### config.mk
export PLATFORM = sky130hd
export DESIGN_NAME = alu_issue
export DESIGN_NICKNAME = d
export VERILOG_FILES = /design/src/rtl/alu_issue.sv
export SDC_FILE = /design/constraint.sdc
export NUM_CORES = 1
export LEC_CHECK = 0
export BUFFER_PORTS_ARGS = -buffer_cell sky130_fd_sc_hd__buf_2
export CORE_MARGIN = 3
export CORE_UTILIZATION = 45
export DETAILED_ROUTE_END_ITERATION = 10
export GPL_TIMING_DRIVEN = 0
export PLACE_DENSITY = 0.67
export SLEW_MARGIN = 20
export SYNTH_ARGS = -nofsm -noshare
export SYNTH_HDL_FRONTEND = slang
export SYNTH_SLANG_ARGS = --single-unit
### constraint.sdc
create_clock -name clk_i -period 6.1 [get_ports clk_i]
set_input_delay 1.22 -clock clk_i [delete_from_list [all_inputs] [get_ports clk_i]]
set_output_delay 1.22 -clock clk_i [all_outputs]
set_load 0.01 [all_outputs]
### src/rtl/alu_issue.sv
// Decode-and-issue stage: takes one RV32I instruction, reads its sources, strobes the
// ALU once, waits for the result to settle and emits a single result/redirect record.
module alu_issue #(
  parameter int SETTLE_CYCLES = 4
) (
  input  logic        clk_i,
  input  logic        rst_i,
  input  logic        instr_valid_i,
  output logic        instr_ready_o,
  input  logic [31:0] instr_i,
  input  logic [31:0] instr_pc_i,
  input  logic        flush_i,
  output logic [4:0]  rs1_addr_o,
  output logic [4:0]  rs2_addr_o,
  input  logic [31:0] rs1_data_i,
  input  logic [31:0] rs2_data_i,
  output logic [31:0] a_in_o,
  output logic [31:0] b_in_o,
  output logic [4:0]  alu_control_o,
  output logic [31:0] pc_o,
  output logic        tick_idex_o,
  input  logic [31:0] alu_result_i,
  input  logic [2:0]  branch_taken_i,
  output logic        res_valid_o,
  output logic [31:0] res_data_o,
  output logic [4:0]  res_rd_o,
  output logic        res_we_o,
  output logic        res_redirect_o,
  output logic [31:0] res_target_o,
  output logic        illegal_o
);

  localparam logic [2:0] IDLE  = 3'd0;
  localparam logic [2:0] READ  = 3'd1;
  localparam logic [2:0] ISSUE = 3'd2;
  localparam logic [2:0] WAIT  = 3'd3;
  localparam logic [2:0] DONE  = 3'd4;

  localparam logic [15:0] LAST_WAIT = 16'(SETTLE_CYCLES - 1);

  logic [2:0]  state_q, state_d;
  logic [31:0] instr_q, ipc_q;
  logic [31:0] a_q, b_q, pc_q, tgt_q;
  logic [4:0]  ctl_q, rd_q;
  logic        we_q, br_q, jmp_q;
  logic [15:0] cnt_q;
  logic [31:0] res_data_q, res_target_q;
  logic [4:0]  res_rd_q;
  logic        res_we_q, res_redirect_q, illegal_q;

  logic [6:0]  opcode;
  logic [2:0]  f3;
  logic [6:0]  f7;
  logic [31:0] imm_i, imm_b, imm_j, imm_u, shamt;
  logic        dec_ill, dec_wr, dec_br, dec_jmp;
  logic [4:0]  dec_ctl;
  logic [31:0] dec_a, dec_b, dec_tgt;

  assign opcode = instr_q[6:0];
  assign f3     = instr_q[14:12];
  assign f7     = instr_q[31:25];
  assign imm_i  = {{20{instr_q[31]}}, instr_q[31:20]};
  assign imm_b  = {{19{instr_q[31]}}, instr_q[31], instr_q[7], instr_q[30:25], instr_q[11:8], 1'b0};
  assign imm_j  = {{11{instr_q[31]}}, instr_q[31], instr_q[19:12], instr_q[20], instr_q[30:21], 1'b0};
  assign imm_u  = {instr_q[31:12], 12'b0};
  assign shamt  = {27'b0, instr_q[24:20]};

  // Decode of the latched instruction; SLT-family, memory and system ops are rejected.
  always_comb begin
    dec_ill = 1'b0;
    dec_wr  = 1'b0;
    dec_br  = 1'b0;
    dec_jmp = 1'b0;
    dec_ctl = 5'b00000;
    dec_a   = rs1_data_i;
    dec_b   = rs2_data_i;
    dec_tgt = 32'h0;
    case (opcode)
      7'b0110011: begin
        dec_wr = 1'b1;
        case ({f7, f3})
          10'b0000000_000: dec_ctl = 5'b00000;
          10'b0100000_000: dec_ctl = 5'b00001;
          10'b0000000_111: dec_ctl = 5'b00011;
          10'b0000000_110: dec_ctl = 5'b00100;
          10'b0000000_100: dec_ctl = 5'b00101;
          10'b0000000_001: dec_ctl = 5'b01000;
          10'b0000000_101: dec_ctl = 5'b01010;
          10'b0100000_101: dec_ctl = 5'b01011;
          default:         dec_ill = 1'b1;
        endcase
      end
      7'b0010011: begin
        dec_wr = 1'b1;
        dec_b  = imm_i;
        case (f3)
          3'b000: dec_ctl = 5'b00000;
          3'b111: dec_ctl = 5'b00011;
          3'b110: dec_ctl = 5'b00100;
          3'b100: dec_ctl = 5'b00101;
          3'b001: begin
            dec_b   = shamt;
            dec_ctl = 5'b01000;
            dec_ill = (f7 != 7'b0000000);
          end
          3'b101: begin
            dec_b = shamt;
            if (f7 == 7'b0000000)      dec_ctl = 5'b01010;
            else if (f7 == 7'b0100000) dec_ctl = 5'b01011;
            else                       dec_ill = 1'b1;
          end
          default: dec_ill = 1'b1;
        endcase
      end
      7'b1100011: begin
        dec_br  = 1'b1;
        dec_tgt = ipc_q + imm_b;
        case (f3)
          3'b000:  dec_ctl = 5'b00111;
          3'b001:  dec_ctl = 5'b01110;
          3'b100:  dec_ctl = 5'b00110;
          3'b101:  dec_ctl = 5'b01111;
          3'b110:  dec_ctl = 5'b01001;
          3'b111:  dec_ctl = 5'b10000;
          default: dec_ill = 1'b1;
        endcase
      end
      7'b0110111: begin
        dec_wr  = 1'b1;
        dec_a   = 32'h0;
        dec_b   = imm_u;
        dec_ctl = 5'b01100;
      end
      7'b0010111: begin
        dec_wr  = 1'b1;
        dec_a   = 32'h0;
        dec_b   = imm_u;
        dec_ctl = 5'b01101;
      end
      7'b1101111: begin
        dec_wr  = 1'b1;
        dec_jmp = 1'b1;
        dec_a   = 32'h0;
        dec_b   = 32'h0;
        dec_ctl = 5'b10010;
        dec_tgt = ipc_q + imm_j;
      end
      7'b1100111: begin
        dec_wr  = 1'b1;
        dec_jmp = 1'b1;
        dec_b   = imm_i;
        dec_ctl = 5'b10001;
        dec_tgt = (rs1_data_i + imm_i) & 32'hFFFF_FFFE;
        dec_ill = (f3 != 3'b000);
      end
      default: dec_ill = 1'b1;
    endcase
  end

  // Flush aborts only the speculative states; DONE has already committed its result.
  always_comb begin
    state_d = state_q;
    case (state_q)
      IDLE:    if (instr_valid_i) state_d = READ;
      READ:    state_d = flush_i ? IDLE : (dec_ill ? DONE : ISSUE);
      ISSUE:   state_d = flush_i ? IDLE : WAIT;
      WAIT:    if (flush_i) state_d = IDLE;
               else if (cnt_q == LAST_WAIT) state_d = DONE;
      DONE:    state_d = IDLE;
      default: state_d = IDLE;
    endcase
  end

  always_ff @(posedge clk_i) begin
    if (rst_i) begin
      state_q        <= IDLE;
      instr_q        <= '0;
      ipc_q          <= '0;
      a_q            <= '0;
      b_q            <= '0;
      pc_q           <= '0;
      tgt_q          <= '0;
      ctl_q          <= '0;
      rd_q           <= '0;
      we_q           <= 1'b0;
      br_q           <= 1'b0;
      jmp_q          <= 1'b0;
      cnt_q          <= '0;
      res_data_q     <= '0;
      res_target_q   <= '0;
      res_rd_q       <= '0;
      res_we_q       <= 1'b0;
      res_redirect_q <= 1'b0;
      illegal_q      <= 1'b0;
    end else begin
      state_q <= state_d;
      if (state_q == IDLE && instr_valid_i) begin
        instr_q <= instr_i;
        ipc_q   <= instr_pc_i;
      end
      if (state_q == READ && !flush_i) begin
        a_q   <= dec_a;
        b_q   <= dec_b;
        ctl_q <= dec_ctl;
        pc_q  <= ipc_q;
        tgt_q <= dec_tgt;
        rd_q  <= instr_q[11:7];
        we_q  <= dec_wr && (instr_q[11:7] != 5'd0);
        br_q  <= dec_br;
        jmp_q <= dec_jmp;
        if (dec_ill) begin
          res_data_q     <= '0;
          res_target_q   <= '0;
          res_rd_q       <= instr_q[11:7];
          res_we_q       <= 1'b0;
          res_redirect_q <= 1'b0;
          illegal_q      <= 1'b1;
        end
      end
      if (state_q == ISSUE) cnt_q <= '0;
      if (state_q == WAIT && !flush_i) begin
        cnt_q <= cnt_q + 16'd1;
        if (cnt_q == LAST_WAIT) begin
          res_data_q     <= alu_result_i;
          res_target_q   <= tgt_q;
          res_rd_q       <= rd_q;
          res_we_q       <= we_q;
          res_redirect_q <= (br_q && branch_taken_i == 3'd1) || (jmp_q && branch_taken_i == 3'd2);
          illegal_q      <= 1'b0;
        end
      end
    end
  end

  assign instr_ready_o  = (state_q == IDLE) && !rst_i;
  assign rs1_addr_o     = instr_q[19:15];
  assign rs2_addr_o     = instr_q[24:20];
  assign a_in_o         = a_q;
  assign b_in_o         = b_q;
  assign alu_control_o  = ctl_q;
  assign pc_o           = pc_q;
  assign tick_idex_o    = (state_q == ISSUE);
  assign res_valid_o    = (state_q == DONE);
  assign res_data_o     = res_data_q;
  assign res_rd_o       = res_rd_q;
  assign res_we_o       = res_we_q;
  assign res_redirect_o = res_redirect_q;
  assign res_target_o   = res_target_q;
  assign illegal_o      = illegal_q;

endmodule

==> results.txt, run 1 <==
STA puts the critical path data required time at between 6000 and 7000 ps. The clock tree buffer depth came out at 3. The Yosys step of the flow raised 0 warnings. TritonCTS built the clock tree. The number of I/O port buffers came out at 351. The clock skew after layout came out at 23.71 ps. The critical path starts at instr_q[2]. Cells with a size suffix above 1 make up 21.04% of the layout. The critical path is of the flip-flop to flip-flop type. The via count of the first global-routing pass is 14.01k. The simple-gate area share of the yosys netlist came out at 20.46%.

The critical path capture point is tgt_q[26]. The headroom to the max-slew limit is around 36%. The layout overhead on the synthesized area came out at 23.20%. In this run the horizontal extent of the chip is 185.6 um. The leakage component of the power is 7.993 nW. The initial utilization of the core area, before any placement, comes to 45.86%. The worst register-to-register path ends at tgt_q[26]. The fraction of post-synthesis cell area in the top cell type by area came out at 40.84%. The number of design-rule violations left by the first detailed-router iteration came out at 1157. The logic gate share of total power is a little over an eighth. The complex-gate fraction of the synthesized area came out at 24.97%. The slew at the pin with the worst max-slew slack came out at 961.7 ps. The register bit total from synthesis came out at roughly 300. The number of nets in the layout came out at 2377. The final critical delay including setup and external delays is about 4900 ps. The placer congestion estimate came out at 0.9209. The number of instances resized during post-cts repair came out at 0. The detailed-route DRC error count is 0. The internal power of the cells is 3.413 mW. The number of clock sinks seen by CTS came out at 296.

The fraction of synthesis flops using an asynchronous set or reset pin is 0%. The cell depth of the worst flop-to-flop path is 16. The highest clock frequency the design can meet came out at 205.6 MHz. The ratio of routed vias to standard cells came out at 5.817. The floorplan step set the die height to 185.6 um. The number of core rows is 65. The minimum hold slack is 450.3 ps.

The total number of vias came out at 14.95k. The max-cap check violation count came out at 0. The worst path arrival time is 5290 ps.

The count of non-filler cells in the finished layout came out at between 2k and 3k. The largest net degree at the start of global routing is 33. In this run the remaining antenna-violating nets after routing total 0. The distinct cell type count of the synthesized netlist is 82. The clock-pin transition on the worst setup and hold timing paths is ~60 ps. Sorting the synthesized cells by how often they occur yields dfxtp_1 (296), nand2_1 (284), a21oi_1 (181), nor2_1 (171), clkbuf_1 (102). The number of levels in the clock H-tree came out at 2. The maximum fanout along the worst path is 10.

Across the VDD grid, the largest voltage drop is 0.0001786 V. The slack of the worst reg-to-reg path is 1240 ps. The worst path uses 79.74% of the clock period. The post-synthesis sequential area ratio is about 40%. Detailed placement ended at an HPWL of 40230 um. The initial antenna violation count is 4.

In the synthesized netlist, the number of instances is 1757. The run finished with clean final reports. The total nets after synthesis came out at 1990. The number of iterations in the first detailed-routing pass came out at 6. In this run the mean area of a mapped cell was slightly above 8 um2. The hold buffer count at CTS is 0. The net switching share of the total power came out at a little over a quarter.

The total net switching power came out at approximately 1.3 mW. By area, the combinational part of the netlist is dominated by compound AO/OA/AOI/OAI gates. Wires add up to 53020 um. The post-synthesis share of cell area spent on xor and xnor gates came out at 2.234%. Clock tree synthesis selected as its root buffer the cell clkbuf_16. The most common cell in the synthesized netlist is dfxtp_1. After synthesis, the cell types taking the most area are dfxtp_1 (41%), nand2_1 (7.3%), a21oi_1 (6.2%), ha_1 (5.5%), nor2_1 (4.4%). The startpoint of the worst-slack reg-to-reg timing path is instr_q[2]. Power spread over the standard cell area amounts to 262.2 mW/mm2. The largest total area in the synthesized netlist belongs to dfxtp_1. The worst setup path is launched from a flip-flop. The die area came out at around 0.034 mm2. After routing, the total negative slack on setup checks comes to 0 ps.

The area of the core region is 0.03164 mm2. The synthesized area came out at 0.01451 mm2. After detailed routing, the average wire length per cell comes to ~21 um. The clock latency at the later pin of the worst-skew pair came out at 520 ps. The number of cells in the design after placement came out at between 2k and 3k. Counting flops with a built-in enable in the synthesized netlist gives 0.

Setup repair after global routing left no endpoint under its margin. The number of hold violations in the final report is 0. The number of setup buffers added after CTS is 0. The synthesized netlist devotes 5.795% of its cell area to adder and majority cells.

In this run the worst hold path is classified as flip-flop to flip-flop. In this run, CTS created clock tree buffers numbering 34. The count of boundary I/O pins came out at around 350. The share of cell area taken by muxes after synthesis came out at 1.190%.

The fill cell total of the finished layout came out at 3005. The max-slew violation count is 0. The nature of the critical path endpoint is a flip-flop. The final number of setup-violating endpoints came out at 0. The total grt overflow came out at 0. The overall fraction of global-route tracks in use came out at between 20% and 30%. The share of total power in sequential cells came out at 44.1%.

The first-pass GRT wire length came out at 78290 um. In the synthesized netlist the dominant register cell turns out to be dfxtp_1. Per report_power, the clock group accounts for 42.6% of the total.
worst max-delay path: stages (launching register included):
cell	delay [ps]
dfxtp_1	480
nand3_1	200
nor2_1	530
and2_1	210
clkbuf_1	260
clkbuf_1	360
a21o_1	220
ha_1	230
clkbuf_1	220
nand2_1	100
o21ai_0	120
o41ai_1	520
a31oi_1	320
nor2b_1	210
nor4_1	430
a31oi_1	110
a211oi_1	250
stage by stage:
stage	power (mW)	utilization (%)	area, um2	setup WS (ps)
floorplan	2.470	-	14510	2103
detailed placement	2.719	53.04	16780	1305
finish	4.687	56.50	17870	1236
global placement	2.710	53.00	16770	1103
CTS	4.711	56.49	17870	1269
global route	4.856	56.49	17870	799.1
power groups by stage:
stage | Combinational, mW | Sequential [mW] | Clock (mW)
2_1_floorplan | 0.386 | 2.08 | 0
5_1_grt | 0.686 | 2.07 | 2.10
6_report | 0.625 | 2.07 | 2.00
4_1_cts | 0.618 | 2.06 | 2.03
3_5_place_dp | 0.614 | 2.11 | 0
3_3_place_gp | 0.607 | 2.10 | 0
placed cells by master (no fill, tap or decap), drive strengths merged, types with 13 or more instances in the layout:
cell type,instances
inv,19
a21oi,181
nand2,284
a22o,65
a22oi,32
o21ai,45
buf,377
and2,16
a31oi,14
a211oi,25
a221oi,43
a21o,41
dfxtp,296
ha,64
nand3,30
xnor2,21
mux2i,15
nor2,172
clkbuf,153
o21a,13
nor3,71
xor2,16
layer usage:
layer | GRT usage (%) | part of all wire (%) | vias up | wire length (um)
li1 | - | - | 7135 | -
met1 | 36.84 | 41 | 7008 | 21900
met2 | 49.30 | 46 | 662 | 24460
met3 | 6.136 | 8.7 | 139 | 4632
met4 | 10.84 | 3.7 | 6 | 1985
met5 | 0 | 0.075 | - | 40
registers in the layout, summed over array words and instances, names as in the netlist:
signal	cells
a_in_o	32
alu_control_o	5
b_in_o	32
br_q	1
cnt_q	16
illegal_o	1
instr_q	32
ipc_q	32
jmp_q	1
pc_o	32
rd_q	5
res_data_o	32
res_rd_o	5
res_redirect_o	1
res_target_o	32
res_we_o	1
state_q	3
tgt_q	32
we_q	1
worst min path at each step:
stage               startpoint  slack, ps        to  depth (start not counted)
floorplan             tgt_q[0]        430  tgt_q[0]                          2
global placement      pc_o[22]        440  pc_o[22]                          2
detailed placement     pc_o[3]        450   pc_o[3]                          2
CTS                    pc_o[3]        450   pc_o[3]                          2
global route          pc_o[22]        470  pc_o[22]                          2
finish                pc_o[22]        450  pc_o[22]                          2
cells by family (layout without fill, tap and decap cells):
| family | Yosys count | in the layout |
|---|---|---|
| and+or+nand+nor | 662 | 662 |
| AOI/OAI and AO/OA | 531 | 531 |
| DFF | 296 | 296 |
| buffers and inverters | 148 | 558 |
| adders and majority gates | 66 | 66 |
| xor gates and xnor gates | 37 | 37 |
| muxes | 17 | 17 |
| other | 0 | 1 |
area by class of cell:
class                   instances  area [um2]  share of cell area [%]
clock buffers                  51        1039                   5.810
repair buffers                351        1757                   9.828
clock inverters                 8       51.30                  0.2870
diodes                          1       2.502                 0.01400
multi-input cells            1313        7939                   44.41
flip-flops and latches        296        5927                   33.16
plain buffers                 129       585.6                   3.276
inverters                      19       71.32                  0.3990
well taps                     402       503.0                   2.814
No activity file was read; power rests on OpenSTA's default activity.
==> inputs of run 2 (changes only) <==
clock period = 5.07 ns   (was 6.1 ns; I/O delays follow)
==> results.txt, run 2 (synthesized netlist as in run 1, its figures left out) <==
The total number of vias came out at 14.96k (was 14.95k). The clock-pin transition on the worst setup and hold timing paths is 60 ps (about the same). The number of I/O port buffers is 351 (unchanged). The detailed-route DRC error count came to 0 (unchanged). The core utilization of the finished layout was 56.54% (was 56.50%). The most frequent standard cell in the layout excluding fill and tap cells was buf_2 (unchanged).

The count of boundary I/O pins came out at 353 (unchanged). The placer congestion estimate is 0.9209 (unchanged). The cell type group with the largest total delay on the critical path is simple AND/OR/NAND/NOR gates (unchanged). The net switching share of the total power came out at 27.26% (was 27.18%). The required time of the worst setup path is 5500 ps (was 6530 ps). The half-perimeter wire length after placement came out at 40230 um (unchanged). The maximum fanout along the worst path is 9 (was 10). The hold buffer count at CTS came out at 0 (unchanged). The fraction of the cycle the final worst path needs came out at 91.76% (was 79.74%).

The first-pass GRT wire length came to 78290 um (unchanged). The remaining antenna violation count is 0 (unchanged). The power per standard cell area is 315.7 mW/mm2 (was 262.2 mW/mm2). The number of hold violations in the final report is 0 (unchanged). The number of iterations in the first detailed-routing pass is 6 (unchanged). The final cell area excluding filler cells came out at 0.01789 mm2 (was 0.01787 mm2). The start-to-end type of the worst setup path is flip-flop to flip-flop (unchanged). The number of design-rule violations left by the first detailed-router iteration was 1154 (was 1157). The internal power of the cells is 4.107 mW (was 3.413 mW).

The worst reg2reg path endpoint is tgt_q[26] (unchanged). The start point of the worst hold path was pc_o[22] (unchanged). The part of the power in the clock network was 42.7% (was 42.6%). The initial antenna violation count was 4 (unchanged). The die area came to 0.03443 mm2 (unchanged). Top library cells by usage in the layout, fill and taps aside: buf_2 (355), dfxtp_1 (295), nand2_1 (284) (unchanged). The number of nets in the layout was 2377 (unchanged).

The die boundary width came out at 185.6 um (unchanged). The leakage component of the power came to 8.002 nW (was 7.993 nW). The ratio of routed vias to standard cells is 5.820 (was 5.817). Result of the run: complete, no violations (unchanged). The number of instances resized during post-cts repair is 0 (unchanged). The area of the core region came out at 0.03164 mm2 (unchanged).

The via count of the first global-routing pass came out at 14.01k (unchanged). The highest ir drop seen on vdd came out at 0.0002159 V (was 0.0001786 V). The slack of the worst reg-to-reg path is 420 ps (was 1240 ps). The TritonCTS clock tree is built (unchanged). The headroom to the max-slew limit came out at 34.69% (was 35.54%). The number of clock sinks seen by CTS came out at 296 (unchanged). The clock skew after layout came to 23.40 ps (was 23.71 ps). The hold path depth is 2 (unchanged).

The clock tree buffer depth came to 3 (unchanged). The cell depth of the worst flop-to-flop path is 16 (unchanged). The critical path's slowest cell is dfxtp_1 (was nor2_1). The layout overhead on the synthesized area is 23.28% (was 23.20%). The total net switching power came to 1.539 mW (was 1.274 mW). The highest clock frequency the design can meet came to 215.0 MHz (was 205.6 MHz). The nature of the critical path endpoint is a flip-flop (unchanged). The overall power of the completed layout came out at 5.646 mW (was 4.687 mW).

The fraction of layout cells with a size suffix above 1 came out at 21.14% (was 21.04%). The area of placed instances is 0.01678 mm2 (unchanged). The final number of setup-violating endpoints was 0 (unchanged). The class of the most critical hold timing path is flip-flop to flip-flop (unchanged). The clock latency at the later pin of the worst-skew pair came out at 530 ps (was 520 ps). The number of levels in the clock H-tree is 2 (unchanged).

The max-slew violation count was 0 (unchanged). The die height came out at 185.6 um (unchanged). The worst stage delay on the critical path is 480 ps (was 530 ps). The total grt overflow is 0 (unchanged). The effective utilization at floorplan came to 45.86% (unchanged). The detailed-route wire length came out at 53070 um (was 53020 um).

The kind of start point of the critical path is a flip-flop (unchanged). The TritonCTS buffer count came out at 34 (unchanged). The root buffer selected by CTS is clkbuf_16 (unchanged).

The final critical delay including setup and external delays came to 4652 ps (was 4864 ps). The largest net degree at the start of global routing is 33 (unchanged). The share of total power in sequential cells came to 44.0% (was 44.1%). The max-cap check violation count came to 0 (unchanged). The routed length per instance was 20.64 um (was 20.63 um). Cells traversed along the worst timing path: nand3_1, nor2_2, nand2_1, and2_1, clkbuf_1, a21o_1, ha_1, clkbuf_1, nand4_1, nor4_1, nand3_1, a31oi_1, a21oi_1, nor4_1, a31oi_1, a211oi_1 (was nand3_1, nor2_1, and2_1, clkbuf_1, clkbuf_1, a21o_1, ha_1, clkbuf_1, nand2_1, o21ai_0, o41ai_1, a31oi_1, nor2b_1, nor4_1, a31oi_1, a211oi_1).

The hold-critical path endpoint was pc_o[22] (unchanged). The buffers plus inverters on the worst setup path is 2 (was 3). The number of core rows came to 65 (unchanged).

The number of setup buffers added after CTS came to 0 (unchanged). The slew at the pin with the worst max-slew slack came to 974.3 ps (was 961.7 ps). The logic gate share of total power came out at 13.3% (about the same). The worst path arrival time came to 5080 ps (was 5290 ps). The overall fraction of global-route tracks in use is 29.17% (unchanged). The startpoint of the worst-slack reg-to-reg timing path is instr_q[0] (was instr_q[2]).
==> run 2: cell count changes in the layout (fill, tap and decap cells not counted), sizes merged <==
cell / change
diode: +1
==> run 2: cell type report <==
class,count,area [um2]
inverters,19,71.32
plain buffers,129,585.6
flip-flops and latches,296,5927
repair buffers,351,1757
well taps,402,503.0
clock inverters,8,51.30
fillers,3003,13750
diodes,2,5.005
multi-input cells,1313,7949
clock buffers,51,1039
==> run 2: stage by stage <==
stage	instances	hold WS [ps]	worst slack (ps)	TNS [ps]
2_1_floorplan	1757	431.6	1073	0
3_3_place_gp	2510	442.5	73.16	0
3_5_place_dp	2510	445.1	274.7	0
4_1_cts	2569	453.3	239.1	0
5_1_grt	2569	469.6	-1.198	-1.198
6_report	2571	450.8	418.0	0
==> run 2: worst reg2reg max path: cells and delay by family (launching register included) <==
kind / cells / cell delay, ps
AO/OA/AOI/OAI: 5 / 1170
adder cells (fa/ha/maj): 1 / 270
buffers and inverters: 2 / 490
flip-flops: 1 / 480
AND/OR/NAND/NOR: 8 / 2160
==> run 2: worst max-delay path by stage <==
stage / from / to / cells past startpoint
2_1_floorplan: instr_q[31] / tgt_q[29] / 13
3_5_place_dp: instr_q[2] / tgt_q[26] / 16
6_report: instr_q[0] / tgt_q[26] / 16
5_1_grt: instr_q[2] / tgt_q[26] / 16
4_1_cts: instr_q[2] / tgt_q[26] / 16
3_3_place_gp: instr_q[31] / tgt_q[26] / 14
==> run 2: per-layer routing <==
metal | part of all wire (%) | vias to the layer above | global-route usage, %
li1 | - | 7135 | -
met1 | 41 | 7039 | 36.84
met2 | 46 | 649 | 49.30
met3 | 8.7 | 134 | 6.136
met4 | 3.7 | 6 | 10.84
met5 | 0.075 | - | 0
==> run 2: power groups by stage <==
stage                     Combinational, mW  Clock, mW  Sequential (mW)
final                                 0.751       2.41             2.48
after global routing                  0.825       2.53             2.49
after CTS                             0.744       2.44             2.48
after detailed placement              0.739          0             2.53
after global placement                0.730          0             2.53
after floorplan                       0.464          0             2.51
==> inputs of run 3 (changes only) <==
CORE_UTILIZATION = 35   (was 45)
PLACE_DENSITY = 0.54   (was 0.67)
==> results.txt, run 3 (synthesized netlist as in run 1, its figures left out) <==
Result of the run: complete, no violations (unchanged). The cell depth of the worst flop-to-flop path was 15 (was 16). The number of levels in the clock H-tree is 2 (unchanged).

The slew at the pin with the worst max-slew slack is 1169 ps (was 974.3 ps). The worst path arrival time is 5060 ps (was 5080 ps). The hold buffer count at CTS came out at 0 (unchanged).

The maximum fanout along the worst path was 10 (was 9). The leakage component of the power is 8.055 nW (was 8.002 nW). The effective utilization at floorplan is 35.94% (was 45.86%). The number of clock sinks seen by CTS came out at 296 (unchanged). The TritonCTS buffer count is 35 (was 34). The number of iterations in the first detailed-routing pass is 7 (was 6). The headroom to the max-slew limit came to 22.07% (was 34.69%). The required time of the worst setup path came out at 5460 ps (was 5500 ps).

The highest clock frequency the design can meet came out at 214.3 MHz (was 215.0 MHz). The total grt overflow came out at 0 (unchanged). The count of boundary I/O pins came to 353 (unchanged). The critical path's slowest cell is dfxtp_1 (unchanged). The number of hold violations in the final report came out at 0 (unchanged). The via count of the first global-routing pass came out at 14.19k (was 14.01k).

The max-slew violation count is 0 (unchanged). The start point of the worst hold path is pc_o[25] (was pc_o[22]). The number of nets in the layout came out at 2379 (was 2377).

The clock tree buffer depth is 3 (unchanged). The cell type with the highest occurrence count on the critical path is clkbuf_1. The most frequent standard cell in the layout excluding fill and tap cells is buf_2 (unchanged). The total number of vias came to 14.57k (was 14.96k). The ratio of routed vias to standard cells is 5.400 (was 5.820).

The clock-pin transition on the worst setup and hold timing paths came out at 60 ps (about the same). The fraction of the cycle the final worst path needs was 92.04% (was 91.76%). The detailed-route wire length came to 57280 um (was 53070 um). The setup slack after layout is 403.8 ps (was 418.0 ps). The area of placed instances came out at 0.01695 mm2 (was 0.01678 mm2). The clock latency at the later pin of the worst-skew pair came out at 550 ps (was 530 ps). The final critical delay including setup and external delays is 4666 ps (was 4652 ps). The origin of the worst setup path was instr_q[0] (unchanged).

The overall fraction of global-route tracks in use came to 25.20% (was 29.17%). The area of the core region was 0.04037 mm2 (was 0.03164 mm2). The die height came out at 209.6 um (was 185.6 um). The largest net degree at the start of global routing is 33 (unchanged). The remaining antenna violation count is 0 (unchanged). The die area is 0.04393 mm2 (was 0.03443 mm2). The max-cap check violation count is 0 (unchanged).

The number of I/O port buffers came out at 351 (unchanged). The nature of the critical path endpoint is a flip-flop (unchanged). The hold path depth is 2 (unchanged). The worst stage delay on the critical path was 480 ps (about the same). The kind of start point of the critical path was a flip-flop (unchanged). The clock skew after layout is 24.60 ps (was 23.40 ps). The number of cells in the design after placement is 2634 (was 2510). The first-pass GRT wire length came out at 85910 um (was 78290 um). The fraction of layout cells with a size suffix above 1 was 21.46% (was 21.14%). The start-to-end type of the worst setup path is flip-flop to flip-flop (unchanged).

The final number of setup-violating endpoints came out at 0 (unchanged). The TritonCTS clock tree is built (unchanged). Cells traversed along the worst timing path: nand3_1, nor2_2, and2_1, clkbuf_1, clkbuf_1, a21o_1, ha_1, and2_4, a221o_2, o31a_1, a32o_1, or2_1, a211oi_2, mux2i_1, a311oi_2 (was nand3_1, nor2_2, nand2_1, and2_1, clkbuf_1, a21o_1, ha_1, clkbuf_1, nand4_1, nor4_1, nand3_1, a31oi_1, a21oi_1, nor4_1, a31oi_1, a211oi_1).

The final cell area excluding filler cells is 0.01815 mm2 (was 0.01789 mm2). The initial antenna violation count is 5 (was 4). The highest ir drop seen on vdd was 0.0001732 V (was 0.0002159 V). The half-perimeter wire length after placement is 44090 um (was 40230 um).

The power per standard cell area came out at 321.5 mW/mm2 (was 315.7 mW/mm2). Setup repair after global routing left no endpoint under its margin. The die boundary width is 209.6 um (was 185.6 um).

The startpoint of the worst-slack reg-to-reg timing path is instr_q[0] (unchanged). The number of core rows came to 73 (was 65). The class of the most critical hold timing path is flip-flop to flip-flop (unchanged). The routed length per instance came to 21.23 um (was 20.64 um). The count of non-filler cells in the finished layout came out at 2698 (was 2571).

The setup slack at placement was 72.94 ps (was 274.7 ps). The root buffer selected by CTS was clkbuf_16 (unchanged). Top library cells by usage in the layout, fill and taps aside: buf_2 (356), dfxtp_1 (295), nand2_1 (284) (was buf_2 (355), dfxtp_1 (295), nand2_1 (284)). The placer congestion estimate came to 0.9386 (was 0.9209).

The detailed-route DRC error count is 0 (unchanged). The number of design-rule violations left by the first detailed-router iteration came to 917 (was 1154). The layout overhead on the synthesized area is 25.12% (was 23.28%).
-- run 3: cell type report --
type,count,area [um2]
clock inverters,10,120.1
flip-flops and latches,296,5927
diodes,2,5.005
plain buffers,129,584.3
well taps,525,656.9
clock buffers,52,1061
fillers,4160,22220
repair buffers,352,1762
multi-input cells,1313,7966
inverters,19,71.32
-- run 3: routing by layer --
layer / global-route usage, % / vias up / wire [um]
met2: 41.56 / 545 / 26480
li1: - / 7137 / -
met3: 5.740 / 85 / 4463
met5: 0 / - / 50
met4: 7.991 / 6 / 1669
met1: 32.79 / 6796 / 24620
-- run 3: final timing paths --
check	to	slack, ps
setup reg to reg	tgt_q[29]	400
hold reg to reg	pc_o[25]	450
setup / recovery	tgt_q[29]	400
hold / removal	pc_o[25]	450
-- run 3: what timing repair did --
action                     CTS  global route
setup buffers                0             0
resized for setup            0             4
setup endpoints to repair    0            10
-- run 3: power by group --
| group | internal (mW) | leakage (nW) | switching [mW] | total [mW] |
|---|---|---|---|---|
| registers | 2.40 | 2.40 | 0.0874 | 2.49 |
| logic | 0.291 | 5.07 | 0.470 | 0.761 |
| clock network | 1.55 | 0.578 | 1.03 | 2.59 |
-- run 3: critical path, delay by kind of cell, from the launching register on --
kind | cells | cell delay (ps)
AO/OA/AOI/OAI | 6 | 1540
adder cells (fa/ha/maj) | 1 | 310
buffers and inverters | 2 | 680
flip-flops | 1 | 480
multiplexers | 1 | 250
AND/OR/NAND/NOR | 5 | 1240
-- run 3: per-stage QoR --
stage	power (mW)	TNS (ps)	hold slack, ps	utilization (%)
floorplan	2.972	0	431.6	-
global placement	3.288	-369.9	441.3	41.92
detailed placement	3.293	0	443.9	41.97
CTS	5.900	0	444.2	44.90
global route	6.070	0	468.2	44.95
finish	5.836	0	452.9	44.97
